===== src/rtl/uart_tx_arbiter_if.sv =====
// Handshake bundle between two character requesters, the arbiter and UART_TX.
// slave = arbiter side, master = requester/UART side.
interface uart_tx_arbiter_if #(
    parameter int DATA_WIDTH = 8
);
    logic                  req0_valid;
    logic                  req1_valid;
    logic [DATA_WIDTH-1:0] req0_data;
    logic [DATA_WIDTH-1:0] req1_data;
    logic                  req0_ready;
    logic                  req1_ready;
    logic [DATA_WIDTH-1:0] tx_data;
    logic                  tx_data_valid;
    logic                  tx_busy;
    logic [1:0]            grant;
    logic                  timeout_err;

    modport slave (
        input  req0_valid, req1_valid, req0_data, req1_data, tx_busy,
        output req0_ready, req1_ready, tx_data, tx_data_valid, grant, timeout_err
    );

    modport master (
        output req0_valid, req1_valid, req0_data, req1_data, tx_busy,
        input  req0_ready, req1_ready, tx_data, tx_data_valid, grant, timeout_err
    );
endinterface


===== src/rtl/uart_tx_arbiter.sv =====
// Round-robin arbiter feeding one UART_TX from two requesters; rst is async active-low.
// Optional macro UART_ARB_BURST_EN lets an owner send up to BURST_LEN characters per grant.
module uart_tx_arbiter #(
    parameter int DATA_WIDTH   = 8,
    parameter int BUSY_TIMEOUT = 16,
    parameter int BURST_LEN    = 4
) (
    input  logic              clk,
    input  logic              rst,
    uart_tx_arbiter_if.slave  bus
);
    typedef enum logic [1:0] {IDLE, LAUNCH, WAIT_BUSY, WAIT_DONE} state_t;

    localparam int unsigned   TCW     = $clog2(BUSY_TIMEOUT + 1);
    localparam logic [TCW-1:0] TO_MAX  = TCW'(BUSY_TIMEOUT);
    localparam logic [TCW-1:0] TO_LAST = TCW'(BUSY_TIMEOUT - 1);

    state_t                state_q, state_d;
    logic [DATA_WIDTH-1:0] tx_data_q, tx_data_d;
    logic [1:0]            grant_q, grant_d;
    logic                  last_q, last_d;      // 1: req1 owned the previous grant
    logic                  rdy0_q, rdy0_d;
    logic                  rdy1_q, rdy1_d;
    logic                  txv_q;
    logic                  err_q, err_d;
    logic [TCW-1:0]        tcnt_q, tcnt_d;
    logic                  pick1;

`ifdef UART_ARB_BURST_EN
    localparam int unsigned   BCW       = (BURST_LEN > 1) ? $clog2(BURST_LEN) : 1;
    localparam logic [BCW-1:0] BURST_LAST = BCW'(BURST_LEN - 1);

    logic [BCW-1:0] bcnt_q, bcnt_d;
    logic           own_valid;
`endif

    // req1 wins when it is the only requester, or when both ask and req0 owned last.
    assign pick1 = bus.req1_valid && (!bus.req0_valid || !last_q);

    always_comb begin
        state_d   = state_q;
        tx_data_d = tx_data_q;
        grant_d   = grant_q;
        last_d    = last_q;
        rdy0_d    = 1'b0;
        rdy1_d    = 1'b0;
        err_d     = err_q;
        tcnt_d    = tcnt_q;
`ifdef UART_ARB_BURST_EN
        bcnt_d    = bcnt_q;
        own_valid = grant_q[1] ? bus.req1_valid : bus.req0_valid;
`endif
        case (state_q)
            IDLE: begin
                if (!bus.tx_busy && (bus.req0_valid || bus.req1_valid)) begin
                    state_d   = LAUNCH;
                    grant_d   = pick1 ? 2'b10 : 2'b01;
                    last_d    = pick1;
                    tx_data_d = pick1 ? bus.req1_data : bus.req0_data;
                    rdy0_d    = !pick1;
                    rdy1_d    = pick1;
`ifdef UART_ARB_BURST_EN
                    bcnt_d    = '0;
`endif
                end
            end
            LAUNCH: begin
                state_d = WAIT_BUSY;
                tcnt_d  = '0;
            end
            WAIT_BUSY: begin
                if (bus.tx_busy) begin
                    state_d = WAIT_DONE;
                end else begin
                    if (tcnt_q != TO_MAX) tcnt_d = tcnt_q + TCW'(1);
                    if (tcnt_q == TO_LAST) begin
                        err_d   = 1'b1;
                        state_d = IDLE;
                        grant_d = '0;
                    end
                end
            end
            WAIT_DONE: begin
                if (!bus.tx_busy) begin
`ifdef UART_ARB_BURST_EN
                    if (own_valid && (bcnt_q != BURST_LAST)) begin
                        state_d   = LAUNCH;
                        bcnt_d    = bcnt_q + BCW'(1);
                        tx_data_d = grant_q[1] ? bus.req1_data : bus.req0_data;
                        rdy0_d    = grant_q[0];
                        rdy1_d    = grant_q[1];
                    end else begin
                        state_d = IDLE;
                        grant_d = '0;
                    end
`else
                    state_d = IDLE;
                    grant_d = '0;
`endif
                end
            end
            default: begin
                state_d = IDLE;
                grant_d = '0;
            end
        endcase
    end

    always_ff @(posedge clk or negedge rst) begin
        if (!rst) begin
            state_q   <= IDLE;
            tx_data_q <= '0;
            grant_q   <= '0;
            last_q    <= 1'b1;
            rdy0_q    <= 1'b0;
            rdy1_q    <= 1'b0;
            txv_q     <= 1'b0;
            err_q     <= 1'b0;
            tcnt_q    <= '0;
        end else begin
            state_q   <= state_d;
            tx_data_q <= tx_data_d;
            grant_q   <= grant_d;
            last_q    <= last_d;
            rdy0_q    <= rdy0_d;
            rdy1_q    <= rdy1_d;
            txv_q     <= (state_q == LAUNCH);
            err_q     <= err_d;
            tcnt_q    <= tcnt_d;
        end
    end

`ifdef UART_ARB_BURST_EN
    always_ff @(posedge clk or negedge rst) begin
        if (!rst) bcnt_q <= '0;
        else      bcnt_q <= bcnt_d;
    end
`endif

    assign bus.req0_ready    = rdy0_q;
    assign bus.req1_ready    = rdy1_q;
    assign bus.tx_data       = tx_data_q;
    assign bus.tx_data_valid = txv_q;
    assign bus.grant         = grant_q;
    assign bus.timeout_err   = err_q;
endmodule


===== src/flat_wrapper.sv =====
// flat-port wrapper written by rule: the top's interface ports become plain ports
module uart_tx_arbiter_flat 
#(
    parameter int DATA_WIDTH   = 8,
    parameter int BUSY_TIMEOUT = 16,
    parameter int BURST_LEN    = 4
)
  (clk, rst, bus_req0_valid, bus_req1_valid, bus_req0_data, bus_req1_data, bus_tx_busy, bus_req0_ready, bus_req1_ready, bus_tx_data, bus_tx_data_valid, bus_grant, bus_timeout_err);
  uart_tx_arbiter_if #(.DATA_WIDTH(DATA_WIDTH)) bus_i ();
  input  logic clk;
  input  logic rst;
  input wire logic [$bits(bus_i.req0_valid)-1:0] bus_req0_valid;
  input wire logic [$bits(bus_i.req1_valid)-1:0] bus_req1_valid;
  input wire logic [$bits(bus_i.req0_data)-1:0] bus_req0_data;
  input wire logic [$bits(bus_i.req1_data)-1:0] bus_req1_data;
  input wire logic [$bits(bus_i.tx_busy)-1:0] bus_tx_busy;
  output wire logic [$bits(bus_i.req0_ready)-1:0] bus_req0_ready;
  output wire logic [$bits(bus_i.req1_ready)-1:0] bus_req1_ready;
  output wire logic [$bits(bus_i.tx_data)-1:0] bus_tx_data;
  output wire logic [$bits(bus_i.tx_data_valid)-1:0] bus_tx_data_valid;
  output wire logic [$bits(bus_i.grant)-1:0] bus_grant;
  output wire logic [$bits(bus_i.timeout_err)-1:0] bus_timeout_err;
  assign bus_i.req0_valid = bus_req0_valid;
  assign bus_i.req1_valid = bus_req1_valid;
  assign bus_i.req0_data = bus_req0_data;
  assign bus_i.req1_data = bus_req1_data;
  assign bus_i.tx_busy = bus_tx_busy;
  assign bus_req0_ready = bus_i.req0_ready;
  assign bus_req1_ready = bus_i.req1_ready;
  assign bus_tx_data = bus_i.tx_data;
  assign bus_tx_data_valid = bus_i.tx_data_valid;
  assign bus_grant = bus_i.grant;
  assign bus_timeout_err = bus_i.timeout_err;
  uart_tx_arbiter #(.DATA_WIDTH(DATA_WIDTH), .BUSY_TIMEOUT(BUSY_TIMEOUT), .BURST_LEN(BURST_LEN)) u_core (.clk(clk), .rst(rst), .bus(bus_i));
endmodule

===== config.mk =====
export PLATFORM = sky130hd
export DESIGN_NAME = uart_tx_arbiter_flat
export DESIGN_NICKNAME = d
export VERILOG_FILES = /design/src/rtl/uart_tx_arbiter_if.sv /design/src/rtl/uart_tx_arbiter.sv /design/src/flat_wrapper.sv
export SDC_FILE = /design/constraint.sdc
export NUM_CORES = 1
export LEC_CHECK = 0
export CORE_ASPECT_RATIO = 0.9
export CORE_MARGIN = 2
export CORE_UTILIZATION = 41
export CTS_CLUSTER_SIZE = 12
export DETAILED_ROUTE_END_ITERATION = 8
export PLACE_DENSITY = 0.78
export SETUP_SLACK_MARGIN = 0.02
export SLEW_MARGIN = 5
export SYNTH_ARGS = -nofsm -noshare
export SYNTH_HDL_FRONTEND = slang
export SYNTH_SLANG_ARGS = --single-unit

===== constraint.sdc =====
create_clock -name clk -period 1.4 [get_ports clk]
set_input_delay 0.42 -clock clk [delete_from_list [all_inputs] [get_ports clk]]
set_output_delay 0.42 -clock clk [all_outputs]
set_load 0.01 [all_outputs]

== Word level (Yosys, flattened, before mapping) ==
Index checks and enable logic that the tools add are counted.
Storage, ports and cells
  register bits: 22
  bits of input ports: 21
  word-level logic and storage cells: 55
Operators by class
  add/subtract/negate cells: 1
  eq/ne operators: 11
  multiplexer cells: 17
  bitwise gates (word level): 1
  reductions and logical operators: 16
Operators with widths (count)
  two-way mux 2 bit: 7
  two-way mux 5 bit: 2
  case mux 5 bit (2 select lines): 1
  AND reduction 3 bit: 3
  two-way mux 8 bit: 1
  case mux 2 bit (4 select lines): 1
  inequality test 2 x 1 -> 1 bit (second input constant): 3
  case mux 2 bit (3 select lines): 1
  adder 5 x 1 -> 5 bit (second input constant): 1
  equality test 5 x 4 -> 1 bit (second input constant): 1
  inequality test 5 bit (second input constant): 1
  AND reduction 5 bit: 1
  equality test 2 bit (second input constant): 2
  zero test 1 bit: 4
  two-way mux 1 bit: 4
  inequality test 2 bit (second input constant): 2
  inequality test 3 x 2 -> 1 bit (second input constant): 1
  nonzero test 3 bit: 1
  equality test 2 x 1 -> 1 bit (second input constant): 1
  logical AND 1 bit: 2
  zero test 2 bit: 1
  logical OR 1 bit: 2
  AND reduction 2 bit: 1
  nonzero test 2 bit: 1
  NOT 1 bit: 1

== Depth between registers and ports, before layout ==
Gate-level depths: netlist of run 1.
  depth in word-level cells: 6
  depth in mapped cells: 6
  depth with buffers taken out: 6

== Least setup slack after synthesis of run 1 ==
Ideal clock, no wire load.
  path kind: register to register
  start: reg u_core.tcnt_q[0]
  end: reg u_core.grant_q[0] (netlist: u_core.bus.grant[0])
  arrival: 1390 ps
  setup slack: -54 ps
  stages on the path, launching flop included: 7
  buffers on the path: 0
  period minus slack after synthesis: 1454 ps
  path through: dfrtp_1 ha_1 and3_2 ha_1 o21ai_0 a21o_1 a21o_1
Between the ends
  longest elaborated chain between the ends: 3
Ends and longest elaborated chain
  start, declared: RTL line uart_tx_arbiter.sv:26  | logic [TCW-1:0] tcnt_q, tcnt_d;
  start signal, assigned: RTL line uart_tx_arbiter.sv:129  | tcnt_q <= tcnt_d;
  equality test 5 x 4 -> 1 bit: RTL line uart_tx_arbiter.sv:76  | if (tcnt_q == TO_LAST) begin
  inequality test 2 x 1 -> 1 bit (no source line)
  AND reduction 5 bit (no source line)
  end signal, assigned: RTL line uart_tx_arbiter.sv:123  | grant_q <= grant_d;
  end, declared: RTL line uart_tx_arbiter.sv:20  | logic [1:0] grant_q, grant_d;
No other way between the ends.
A chain may end at the register's enable or synchronous reset.

== Worst setup path after layout of run 1 ==
  start: reg u_core.tcnt_q[1]
  end: reg u_core.grant_q[0] (netlist: u_core.bus.grant[0])
Same word-level chain as after synthesis.

==> impl_metrics.toml, run 1 <==
[placement]
dpl.hpwl_um = 1900
gp_congestion = 0.748
io_buffers = 34

[drt]
vias = 965
dr.pass1.iters = 6
drc = 2
wl_um = 2680
viasPerCell = 5.13
drt_iter0_drc = 16
wire_per_inst_um = 14.2
ant_nets = 0

[cells_and_area]
n_fill_cell = 204
final_common_cell = "dfrtp_1"
n_antenna_cell = 0
fin_nets = 185
syn2layout_area_growth_pct = 52.1
final_cell_mix = "dfrtp_1 (21), buf_4 (19), clkdlybuf4s50_1 (18)"
drive_above_1_share = 0.375

[sta]
fin_crit_sh = 1.01
finalHoldViolations = 0
maxSlewHeadroom = 0.760
worst_hold_slack_ns = 0.449
min_period_ns = 1.42
skew_ns = 0.00857
rsz0062_at_grt = "yes"
setup_violations = 3
tightest_slew_ns = 0.361
maxSlewViolCount = 0
fmax_ghz = 0.706
worst_slack_ns = -0.0168

[power]
powerDensity_nw_per_um2 = 1570
max-vdd-ir-drop_mv = 1.20
finalPower_mw = 2.65
p_leak_nw = 0.828

[clock_network]
cts-buffers-inserted = 3
cts_tree = "done"
cts.sinks = 22
cts_root_buf = "clkbuf_4"
cts_hold_buf = 0
cts_max_level = 1
worstSkewPairLatency_ns = 0.31
clk_pin_slew_worst_paths_ns = 0.12
cts_buffer_depth = 2

[global_route]
antenna_found_initial = 0
grt_overflow_total = 0
grt_pass1_vias = 905
grt_max_degree = 23
grt_pass1_wl_um = 4170
grt_use_total = 0.177

[setup_path]
critPathMaxFanout = 3
critPathMaxStageDelay_ns = 0.41
worst-r2r-cell-count = 6
crit_chain = "ha_2, and3_4, ha_4, o21ai_2, a21o_1, a21o_1"
required_ns = 1.60
startpoint_type = "flip-flop"
criticalPathCategory = "reg2reg"
cp-startpoint = "u_core.tcnt_q[1]"
reg2reg_from = "u_core.tcnt_q[1]"
ff2ff_setup_slack_ns = -0.02
cp_common_cell = "a21o_1"
cp_top_family = "flip-flops"
crit_arrival_ns = 1.62
critPathBufInv = 0
cp-end-kind = "flip-flop"
reg2reg_to = "u_core.bus.grant[0]"
critPathSlowestCell = "dfrtp_1"

[flow_run]
drv_cap = 0

[status]
failed_checks = "design-rule violations, negative setup slack"
status = "complete, but fails checks"

[die]
die_h_um = 53.3
die_x_um = 58.8
rows = 17
die_area_um2 = 3130
core_um2 = 2510
initial_utilization = 0.441
design.portCount = 35

[synth]
synth_area_um2 = 1110
synth_nets = 129
ys_seq_area_frac = 0.498
synth_cell_types = 29
ys_warn_count = 0
syn_inst = 105
syn_avg_cell_area_um2 = 10.5
ys_ff_latch = 22

[min_path]
hold_class = "in2async"
[metrics by stage]
step	setup TNS, ns	setup slack, ns	utilization	area (µm²)	instances
3_5_place_dp	-4.46	-0.300	0.632	1590	174
3_3_place_gp	-3.91	-0.236	0.632	1590	174
4_1_cts	-0.0582	-0.0311	0.666	1670	185
6_report	-0.0393	-0.0168	0.671	1680	188
5_1_grt	-0.388	-0.0698	0.671	1680	188
2_1_floorplan	0	0.0177	-	1130	105
[worst max-delay path by stage]
stage                             to  slack [ns]  cells after the start
6_report         u_core.bus.grant[0]       -0.02                      6
5_1_grt          u_core.bus.grant[1]       -0.07                      6
4_1_cts          u_core.bus.grant[0]       -0.03                      6
3_5_place_dp   u_core.bus.tx_data[7]       -0.30                      5
3_3_place_gp     u_core.bus.grant[1]       -0.24                      6
2_1_floorplan    u_core.bus.grant[1]        0.02                      6
[metal layers]
metal,track usage,share of wire,vias to the layer above
met4,0.0682,0.011,0
met5,0,0,-
li1,-,-,483
met2,0.294,0.53,19
met3,0.0489,0.040,2
met1,0.218,0.42,461
[layout make-up]
type                    count  area (µm²)  share of cell area
clock buffers               4        26.3              0.0156
repair buffers             56         483               0.287
well taps                  28        35.0              0.0208
inverters                   5        18.8              0.0111
flip-flops and latches     22         552               0.328
multi-input cells          73         569               0.338
[synth_stat cells (all sizes together)]
library cell,instances,area share
a21boi,1,0.010
nor2,11,0.055
a31oi,1,0.0057
buf,5,0.040
ha,3,0.034
o211ai,2,0.014
and3,1,0.0068
o21ai,14,0.067
nand2,15,0.051
dfrtp,21,0.47
and4bb,1,0.011
a32oi,3,0.024
nor3,1,0.0090
nand3,1,0.0045
a21o,4,0.027
nor2b,1,0.0057
nand4b,1,0.0079
dfstp,1,0.024
inv,5,0.017
a31o,1,0.0079
nand2b,3,0.024
mux2i,9,0.081
[timing repair]
| item | CTS | global route |
|---|---|---|
| pin swaps | 7 | 4 |
| endpoints found under the setup margin | 20 | 24 |
| buffers inserted | 7 | 3 |
| gates resized for setup | 32 | 25 |
| cloned | 0 | 0 |
[report_power, final]
part	internal, mW	total, mW	switching (mW)	leakage (nW)
sequential	0.872	1.06	0.191	0.283
combinational	0.674	1.29	0.617	0.531
clock	0.111	0.297	0.186	0.0150
total	1.66	2.65	0.994	0.828
[registers in the layout, summed over array words and instances, names as in the netlist]
register	count
u_core.bus.timeout_err	1
u_core.bus.grant	2
u_core.bus.tx_data_valid	1
u_core.bus.req1_ready	1
u_core.state_q	2
u_core.bus.req0_ready	1
u_core.tcnt_q	5
u_core.bus.tx_data	8
u_core.last_q	1
[kinds of logic after synthesis]
| kind of cell | share of synthesized area |
|---|---|
| compound gates | 0.155 |
| simple gates | 0.175 |
| buf+inv | 0.0565 |
| flops | 0.498 |
| fa+ha+maj | 0.0339 |
| mux | 0.0814 |
No activity file was read; power rests on OpenSTA's default activity.
==> run 2: changes to the inputs <==
--- a/config.mk
+++ b/config.mk
@@ -11,6 +11,7 @@
 export CTS_CLUSTER_SIZE = 12
 export DETAILED_ROUTE_END_ITERATION = 8
 export PLACE_DENSITY = 0.78
+export RECOVER_POWER = 50
 export SETUP_SLACK_MARGIN = 0.02
 export SLEW_MARGIN = 5
 export SYNTH_ARGS = -nofsm -noshare
==> impl_metrics.toml, run 2 (synthesized netlist as in run 1, its figures left out) <==
[global_route]
grt_overflow_total = 0
grt_pass1_wl_um = 4170
antenna_found_initial = 0
grt_use_total = 0.177
grt_max_degree = 23
grt_pass1_vias = 905

[drt]
vias = 964
drc = 2
wire_per_inst_um = 14.3
dr.pass1.iters = 6
ant_nets = 0
wl_um = 2680
drt_iter0_drc = 17
viasPerCell = 5.13

[power]
powerDensity_nw_per_um2 = 1590
p_leak_nw = 0.823
finalPower_mw = 2.65
max-vdd-ir-drop_mv = 1.20

[die]
core_um2 = 2510
initial_utilization = 0.441
die_h_um = 53.3
die_x_um = 58.8
rows = 17
die_area_um2 = 3130
design.portCount = 35

[placement]
gp_congestion = 0.748
dp.cells = 174
dpl.hpwl_um = 1900
io_buffers = 34

[sta]
worst_slack_ns = -0.0168
skew_ns = 0.00857
rsz0062_at_grt = "yes"
fmax_ghz = 0.706
worst_hold_slack_ns = 0.498
fin_crit_sh = 1.01
tightest_slew_ns = 0.553
maxSlewViolCount = 0
setup_violations = 3
maxSlewHeadroom = 0.631
min_period_ns = 1.42
fin_setup_tns_ns = -0.0395
finalHoldViolations = 0

[clock_network]
clk_pin_slew_worst_paths_ns = 0.12
cts_buffer_depth = 2
worstSkewPairLatency_ns = 0.31
cts_max_level = 1
cts_tree = "done"
cts-buffers-inserted = 3
cts.sinks = 22
cts_root_buf = "clkbuf_4"

[setup_path]
reg2reg_from = "u_core.tcnt_q[1]"
startpoint_type = "flip-flop"
critPathMaxFanout = 3
crit_arrival_ns = 1.62
worst-r2r-cell-count = 6
required_ns = 1.60
criticalPathCategory = "reg2reg"
cp-end-kind = "flip-flop"
cp-startpoint = "u_core.tcnt_q[1]"

[status]
failed_checks = "design-rule violations, negative setup slack"
status = "complete, but fails checks"

[cells_and_area]
regArea_um2 = 552
final_common_cell = "dfrtp_1"
postLayoutCoreUtil = 0.665
final_cell_mix = "dfrtp_1 (21), buf_4 (19), clkdlybuf4s50_1 (17)"
multiInputGateArea_um2 = 569
largest_reg_flops = 8
fin_nets = 185
drive_above_1_share = 0.375
syn2layout_area_growth_pct = 50.7
n_antenna_cell = 0
n_fill_cell = 206
fin_cells = 188

[min_path]
hold_class = "reg2reg"
min_from = "u_core.bus.grant[1]"
worstHoldPathCells = 1

[flow_run]
drv_cap = 0
[run 2: worst paths after layout]
check                                            to  slack, ns
max in group asynchronous             u_core.last_q       0.39
worst max register to register  u_core.bus.grant[0]      -0.02
worst min-delay path            u_core.bus.grant[1]       0.50
worst min register to register  u_core.bus.grant[1]       0.50
worst max-delay path            u_core.bus.grant[0]      -0.02
min in group asynchronous          u_core.tcnt_q[1]       0.63
[run 2: repair_timing]
item                       4_1_cts  5_1_grt
gates resized for setup         32       25
pin swaps                        7        4
setup endpoints to repair       20       24
hold buffers                     0        0
buffers inserted                 7        3
[run 2: where the power goes]
group,internal (mW),switching [mW]
logic,0.669,0.616
registers,0.872,0.191
clock network,0.111,0.186
[run 2: final cells by class]
type,count,area share
inverters,5,0.0112
well taps,28,0.0210
flip-flops and latches,22,0.331
multi-input cells,73,0.341
clock buffers,4,0.0157
repair buffers,56,0.280
[run 2: metrics by stage]
stage | cell area [µm²] | setup WS, ns
finish | 1670 | -0.0168
global route | 1670 | -0.0698
CTS | 1670 | -0.0311
detailed placement | 1590 | -0.300
global placement | 1590 | -0.236
floorplan | 1130 | 0.0177
[run 2: worst max-delay path: stages (launching register included)]
cell	delay [ns]
dfrtp_1	0.41
ha_2	0.19
and3_4	0.19
ha_4	0.13
o21ai_2	0.05
a21o_1	0.19
a21o_1	0.16
[run 2: layer usage]
layer | vias up | part of all wire | wire [µm] | global-route usage
met2 | 19 | 0.53 | 1420 | 0.294
met3 | 2 | 0.040 | 108 | 0.0489
met1 | 461 | 0.42 | 1120 | 0.218
li1 | 482 | - | - | -
met5 | - | 0 | 0 | 0
met4 | 0 | 0.011 | 29 | 0.0682
